## src/rtl/bconv_output_packer.sv

```systemverilog
// bconv_output_packer
// Packs the binary-convolution result stream, one bit per pixel, into
// DATA_WIDTH-bit words. The first bit of each word goes in the LSB. The
// words are written to the output SRAM at consecutive addresses, starting
// at BASE_ADDR. busy stays high until the final write has been presented,
// so busy falls on the edge that commits the last word.
module bconv_output_packer #(
    parameter int                    DATA_WIDTH = 16,
    parameter int                    ADDR_WIDTH = 12,
    parameter logic [ADDR_WIDTH-1:0] BASE_ADDR  = '0
) (
    input  logic                  clk,
    input  logic                  reset_b,
    input  logic                  start,
    input  logic                  bit_valid,
    input  logic                  bit_data,
    input  logic                  frame_last,
    output logic                  bit_ready,
    output logic                  dut_sram_write_enable,
    output logic [ADDR_WIDTH-1:0] dut_sram_write_address,
    output logic [DATA_WIDTH-1:0] dut_sram_write_data,
    output logic                  busy,
    output logic                  done,
    output logic                  overflow,
    output logic [ADDR_WIDTH:0]   words_written
);

    localparam int IDX_W = (DATA_WIDTH > 1) ? $clog2(DATA_WIDTH) : 1;
    localparam logic [IDX_W-1:0] LAST_IDX = IDX_W'(DATA_WIDTH - 1);

    typedef enum logic [1:0] {
        S_IDLE,
        S_COLLECT,
        S_DONE
    } state_t;

    state_t                r_state;
    state_t                w_next;
    logic                  w_bit_ready;
    logic                  w_busy;
    logic                  w_done;

    logic [ADDR_WIDTH-1:0] r_addr;
    logic [IDX_W-1:0]      r_idx;
    logic [DATA_WIDTH-1:0] r_shift;
    logic                  r_we;
    logic [ADDR_WIDTH-1:0] r_wr_addr;
    logic [DATA_WIDTH-1:0] r_wr_data;
    logic [ADDR_WIDTH:0]   r_words;
    logic                  r_ovf;

    logic                  w_restart;
    logic                  w_take;
    logic                  w_close;
    logic [DATA_WIDTH-1:0] w_word;

    // A start in DONE is ignored. Anywhere else it (re)initialises the frame.
    assign w_restart = start & (r_state != S_DONE);
    // A start that arrives with a bit aborts the frame, so that bit is dropped.
    assign w_take    = bit_valid & w_bit_ready & ~start;
    assign w_close   = w_take & ((r_idx == LAST_IDX) | frame_last);
    assign w_word    = r_shift | (DATA_WIDTH'(bit_data) << r_idx);

    // State register
    always_ff @(posedge clk or negedge reset_b) begin
        if (!reset_b) begin
            r_state <= S_IDLE;
        end else begin
            r_state <= w_next;
        end
    end

    // Next-state and state-decoded outputs
    always_comb begin
        w_next      = r_state;
        w_bit_ready = 1'b0;
        w_busy      = 1'b0;
        w_done      = 1'b0;
        case (r_state)
            S_IDLE: begin
                if (start) w_next = S_COLLECT;
            end
            S_COLLECT: begin
                w_bit_ready = 1'b1;
                w_busy      = 1'b1;
                if (start) begin
                    w_next = S_COLLECT;
                end else if (w_take && frame_last) begin
                    w_next = S_DONE;
                end
            end
            S_DONE: begin
                w_busy = 1'b1;
                w_done = 1'b1;
                w_next = S_IDLE;
            end
            default: w_next = S_IDLE;
        endcase
    end

    // Packing, address and counter datapath. Also holds the registered write port.
    always_ff @(posedge clk or negedge reset_b) begin
        if (!reset_b) begin
            r_addr    <= BASE_ADDR;
            r_idx     <= '0;
            r_shift   <= '0;
            r_we      <= 1'b0;
            r_wr_addr <= '0;
            r_wr_data <= '0;
            r_words   <= '0;
            r_ovf     <= 1'b0;
        end else begin
            r_we <= 1'b0;
            if (w_restart) begin
                r_addr  <= BASE_ADDR;
                r_idx   <= '0;
                r_shift <= '0;
                r_words <= '0;
                r_ovf   <= 1'b0;
            end else if (w_take) begin
                if (w_close) begin
                    r_we      <= 1'b1;
                    r_wr_addr <= r_addr;
                    r_wr_data <= w_word;
                    r_addr    <= r_addr + ADDR_WIDTH'(1);
                    r_words   <= r_words + (ADDR_WIDTH + 1)'(1);
                    if (&r_addr) r_ovf <= 1'b1;
                    r_idx     <= '0;
                    r_shift   <= '0;
                end else begin
                    r_shift <= w_word;
                    r_idx   <= r_idx + IDX_W'(1);
                end
            end
        end
    end

    assign bit_ready              = w_bit_ready;
    assign busy                   = w_busy;
    assign done                   = w_done;
    assign dut_sram_write_enable  = r_we;
    assign dut_sram_write_address = r_wr_addr;
    assign dut_sram_write_data    = r_wr_data;
    assign overflow               = r_ovf;
    assign words_written          = r_words;

endmodule

```

## config.mk

```make
export PLATFORM = sky130hd
export DESIGN_NAME = bconv_output_packer
export DESIGN_NICKNAME = d
export VERILOG_FILES = /design/src/rtl/bconv_output_packer.sv
export SDC_FILE = /design/constraint.sdc
export NUM_CORES = 1
export LEC_CHECK = 0
export BUFFER_PORTS_ARGS = -buffer_cell sky130_fd_sc_hd__buf_2
export CORE_MARGIN = 5
export CORE_UTILIZATION = 61
export CTS_CLUSTER_DIAMETER = 60
export DETAILED_ROUTE_END_ITERATION = 7
export PLACE_DENSITY = 0.85
export SLEW_MARGIN = 20
export SYNTH_ARGS = -nofsm -noshare
export SYNTH_HDL_FRONTEND = slang
export SYNTH_SLANG_ARGS = --single-unit
```

## constraint.sdc

```tcl
create_clock -name clk -period 5.79 [get_ports clk]
set_clock_uncertainty 0.2 [all_clocks]
set_input_delay 1.158 -clock clk [delete_from_list [all_inputs] [get_ports clk]]
set_output_delay 1.158 -clock clk [all_outputs]
set_load 0.02 [all_outputs]
```

# Yosys cells after proc, flatten, opt, wreduce, memory -nomap -nowiden
# Cells that the tools add are included.
[op_classes] n_addsub=3 eq_ne=6 n_shift=1 mux=26 n_bitwise=8 n_reduce_logical=11
[op_table] op="$mux 16" count=3
[op_table] op="$mux 13" count=3
[op_table] op="$mux 12" count=3
[op_table] op="$or 16x16->16" count=1
[op_table] op="$shl 1x4->16" count=1
[op_table] op="$add 13x1->13 const B" count=1
[op_table] op="$add 12x1->12 const B" count=1
[op_table] op="$mux 4" count=3
[op_table] op="$reduce_and 12->1" count=1
[op_table] op="$mux 1" count=10
[op_table] op="$mux 2" count=3
[op_table] op="$reduce_and 3->1" count=2
[op_table] op="$reduce_bool 2->1" count=3
[op_table] op="$add 4x1->4 const B" count=1
[op_table] op="$and 1x1->1" count=4
[op_table] op="$eq 4x4->1 const B" count=1
[op_table] op="$ne 2x2->1 const B" count=2
[op_table] op="$pmux 2 s2" count=1
[op_table] op="$reduce_and 2->1" count=2
[op_table] op="$ne 3x3->1 const B" count=1
[op_table] op="$eq 2x1->1 const B" count=1
[op_table] op="$eq 2x2->1 const B" count=1
[op_table] op="$logic_not 2->1" count=1
[op_table] op="$not 1->1" count=2
[op_table] op="other kinds (3)" count=3
[totals] reg_bits=77 in_bits=6 out_inout_bits=46 wordCells=64

# Longest topological paths before layout
[logic_depth] word_depth=8 mapped_depth=8 mapped_depth_nobuf=7

# Worst setup path after synthesis
# OpenSTA, ideal clock, no wires.
[synth_timing] path_kind="input to register" start="in start" end="reg r_addr[11]" setup_time_ns=0.078 arrival_ns=2.337 required_time_ns=5.512 path_slack_ns=3.175 cell_stages=4 n_path_buf=0 cell_sequence="nand3b_4 or4b_4 or3_1 a21oi_1"
[synth_between] elab_chain_cells=5 word_cells_on_any_way=8 classes_between="1 x mux; 4 x bitwise; 3 x reduce/logical"
[synth_lines] element="from (decl)" line="14" source="input logic start,"
[synth_lines] element="$not 1->1" line="60" source="assign w_take = bit_valid & w_bit_ready & ~start;"
[synth_lines] element="$and 1x1->1" line="60"
[synth_lines] element="$and 1x1->1" line="61" source="assign w_close = w_take & ((r_idx == LAST_IDX) | frame_last);"
[synth_lines] element="$reduce_bool 2->1 (no source line)"
[synth_lines] element="$reduce_and 2->1 (no source line)"
[synth_lines] element="to (signal assigned)" line="125" source="r_addr <= r_addr + ADDR_WIDTH'(1);"
[synth_lines] element="to (decl)" line="43" source="logic [ADDR_WIDTH-1:0] r_addr;"
# Parallel ways exist; a longest one is shown, timed or not.
# A chain may end at the register's enable or synchronous reset.

# Final worst setup path
[layout_timing] start="in bit_valid" end="reg r_words[2] (netlist: words_written[2])"
[layout_between] elab_chain_cells=5 word_cells_on_any_way=6 classes_between="3 x bitwise; 3 x reduce/logical"
[layout_lines] element="from (decl)" line="15" source="input logic bit_valid,"
[layout_lines] element="$and 1x1->1 (*) (2 in series)" line="60"
[layout_lines] element="$and 1x1->1" line="61"
[layout_lines] element="$reduce_bool 2->1 (no source line)"
[layout_lines] element="$reduce_and 2->1 (no source line) (*)"
[layout_lines] element="to (signal assigned)" line="126" source="r_words <= r_words + (ADDR_WIDTH + 1)'(1);"
[layout_lines] element="to (decl)" line="49" source="logic [ADDR_WIDTH:0] r_words;"
# Every way passes the cells marked *; elsewhere a longest branch is shown, timed or not.

==> impl_metrics.json <==
{
  "synth_top_cell_by_area": "dfrtp_1",
  "dp_hpwl_um": 5280,
  "cts.path.max_buffers": 2,
  "path_clk_slew_ns": 0.08,
  "avgSynthCellArea_um2": 9.374,
  "cpLargestDelayFamily": "buffers and inverters",
  "relSlewSlack": 0.2769,
  "critPathCaptureType": "flop",
  "clkPwrFrac": 0.372,
  "worstPathMaxFanout": 51,
  "power_leakage_nw": 1.954,
  "drc": 0,
  "p_per_area_nw_per_um2": 292.7,
  "dpl_cell_area_um2": 3721,
  "period_needed_ns": 2.825,
  "rsz0062_at_grt": "false",
  "grt_pass1_wl_um": 13180,
  "tightestPinTransition_ns": 1.080,
  "cts.repair.resized": 0,
  "cp_slowest_cell": "inv_1",
  "hold_buffers": 0,
  "yosysWarnings": 0,
  "grt_max_degree": 52,
  "ys_seq_area_frac": 0.5616,
  "wl_per_cell_um": 15.81,
  "crit_type": "in2reg",
  "seqCellArea_um2": 1927,
  "die_y_um": 85.00,
  "async_reset_ff_frac": 1.000,
  "syn_to_final_growth_pct": 14.77,
  "hold_viol": 0,
  "routed_via_density": 5.771,
  "die_x_um": 85.00,
  "cp_data_required_time_ns": 5.85,
  "p_switching_uw": 320.3,
  "seqPwrFrac": 0.495,
  "start_util": 0.6269,
  "startpoint_type": "input pin",
  "final_net_count": 424,
  "crit_top_cell": "nand2_1",
  "synth_top_area_share": 0.5616,
  "p_comb_frac": 0.132,
  "layout-drive-gt1-share": 0.1799,
  "first_pass_iters": 4,
  "drt-total-wl_um": 7733,
  "maxCapViolations": 0,
  "tns_ns": 0,
  "grt_pass1_vias": 2718,
  "cts_tree": "done",
  "synth_enable_flop_cells": 0,
  "max_stage_delay_ns": 0.44,
  "worstPathArrival_ns": 2.89,
  "hold_class": "reg2reg",
  "internal_power_uw": 832.1,
  "fmax_mhz": 354.0,
  "ant_nets": 0,
  "multi_input_area_um2": 1425,
  "path_buf_inv": 3,
  "grtUsageTotal": 0.2288,
  "cts_made_buffers": 9,
  "num_io_pins": 52,
  "ys_types": 38,
  "cts.sinks": 77,
  "gr-total-overflow": 0,
  "finalCritPeriodShare": 0.4879,
  "placed_cells": 473,
  "core-area_um2": 5473,
  "power_switching_share": 0.2780,
  "peakVddDrop_uv": 194.9,
  "synthCells": 366,
  "yosys-top-cells-area": "dfrtp_1 56%, nand2_1 10%, o21ai_0 5.4%",
  "antenna_found_initial": 0,
  "globalplace.congestion": 0.7840,
  "finalInstanceArea_um2": 3938,
  "path_cells": "buf_2 -> and3b_1 -> nand2_1 -> buf_4 -> inv_1 -> nand2_1 -> mux2i_1",
  "row_count": 27,
  "ys_ff_latch": 77,
  "clock_latency_ns": 0.35,
  "drv_slew": 0,
  "dr.first_iter.drc_count": 231,
  "fill_cells": 423,
  "synthMostInstantiatedCell": "nand2_1",
  "final_cells": 489,
  "synth_common_cells": "94 x nand2_1, 77 x dfrtp_1, 37 x o21ai_0",
  "htree_levels": 3,
  "port-buffer-count": 51,
  "cts_root_buf": "clkbuf_8",
  "synthesis.nets": 378,
  "antenna_cells": 0,
  "setup_violations": 0,
  "cts_setup_buffers": 0,
  "synth_flop_cell": "dfrtp_1",
  "status": "completed",
  "dieArea_um2": 7224,
  "p_total_mw": 1.152,
  "synth_area_um2": 3431,
  "num_vias": 2822
}
==> cells by family (layout without fill, tap and decap cells) <==
group                    after synthesis  count (layout)  synth area share
AO/OA/AOI/OAI                         82              82            0.1328
XOR/XNOR                               9               9           0.02298
multiplexers                           3               3          0.008753
AND/OR/NAND/NOR                      168             168            0.2283
buffers and inverters                 21              72           0.02371
flip-flops                            77              77            0.5616
adder cells (fa/ha/maj)                6               6           0.02188
==> per-stage QoR <==
step	util	setup WS [ns]	hold WS (ns)
finish	0.7195	2.965	0.2694
detailed placement	0.6799	2.486	0.2577
global route	0.7195	2.856	0.2979
floorplan	-	3.175	0.2506
global placement	0.6799	2.578	0.2522
CTS	0.7186	2.863	0.2765
==> power by group through the flow <==
| stage | logic (mW) | registers (mW) | clock network [mW] |
|---|---|---|---|
| 2_1_floorplan | 0.0940 | 0.588 | 0 |
| 3_3_place_gp | 0.147 | 0.580 | 0 |
| 3_5_place_dp | 0.152 | 0.581 | 0 |
| 4_1_cts | 0.153 | 0.571 | 0.430 |
| 5_1_grt | 0.168 | 0.573 | 0.461 |
| 6_report | 0.152 | 0.571 | 0.429 |
==> layout make-up <==
class	count	share of cell area
Clock buffer	14	0.04385
Clock inverter	2	0.009851
Tap cell	72	0.02288
Timing Repair Buffer	53	0.06927
Sequential cell	77	0.4894
Inverter	3	0.002860
Multi-Input combinational cell	268	0.3619
==> worst reg2reg max path, delay by kind of cell (launching register included) <==
family,cells,cell delay (ns)
compound gates,1,0.24
fa+ha+maj,1,0.28
buf+inv,2,0.87
flops,1,0.48
mux,1,0.22
simple gates,2,0.25
==> cells in the final DEF (no fill, tap or decap), drive strengths merged <==
cell     n
a21oi   28
nand2   94
dfrtp   77
nand3b   2
a211oi   1
o31ai    6
nor4b    3
ha       6
and4     2
nand2b   2
a31oi    1
nand4b   1
clkbuf  14
bufinv   1
nor2b    3
or4b     1
or2      2
nand4    5
xor2     1
inv      4
nor2    23
xnor2    8
nor3     2
buf     53
and3     3
mux2i    3
and3b    1
o211ai   4
a22oi    2
or3      6
and2     3
a31o     3
or4      1
o21ai   37
nand3   11
nor4     3
==> layer usage <==
layer,vias up,share of wire,track usage
li1,1348,-,-
met1,1370,0.44,0.3132
met2,87,0.48,0.3531
met3,17,0.056,0.04369
met4,0,0.021,0.1079
met5,-,0,0
==> registers in the layout, summed over array words and instances, names as in the netlist <==
signal / count
dut_sram_write_data: 16
r_shift: 16
words_written: 13
dut_sram_write_address: 12
r_addr: 12
r_idx: 4
r_state: 2
dut_sram_write_enable: 1
overflow: 1
==> worst paths after layout <==
check | slack [ns] | end | startpoint | cells past startpoint
setup / recovery | 2.97 | words_written[2]$_DFFE_PN0P_ | bit_valid | 7
hold / removal | 0.27 | dut_sram_write_address[9]$_DFFE_PN0P_ | dut_sram_write_address[9]$_DFFE_PN0P_ | 2
setup reg to reg | 3.17 | words_written[2]$_DFFE_PN0P_ | r_idx[0]$_DFFE_PN0P_ | 7
hold reg to reg | 0.27 | dut_sram_write_address[9]$_DFFE_PN0P_ | dut_sram_write_address[9]$_DFFE_PN0P_ | 2
max in group asynchronous | 3.96 | r_addr[4]$_DFFE_PN0P_ | reset_b | 2
min in group asynchronous | 0.62 | dut_sram_write_address[10]$_DFFE_PN0P_ | reset_b | 1
No activity file was read; power rests on OpenSTA's default activity.
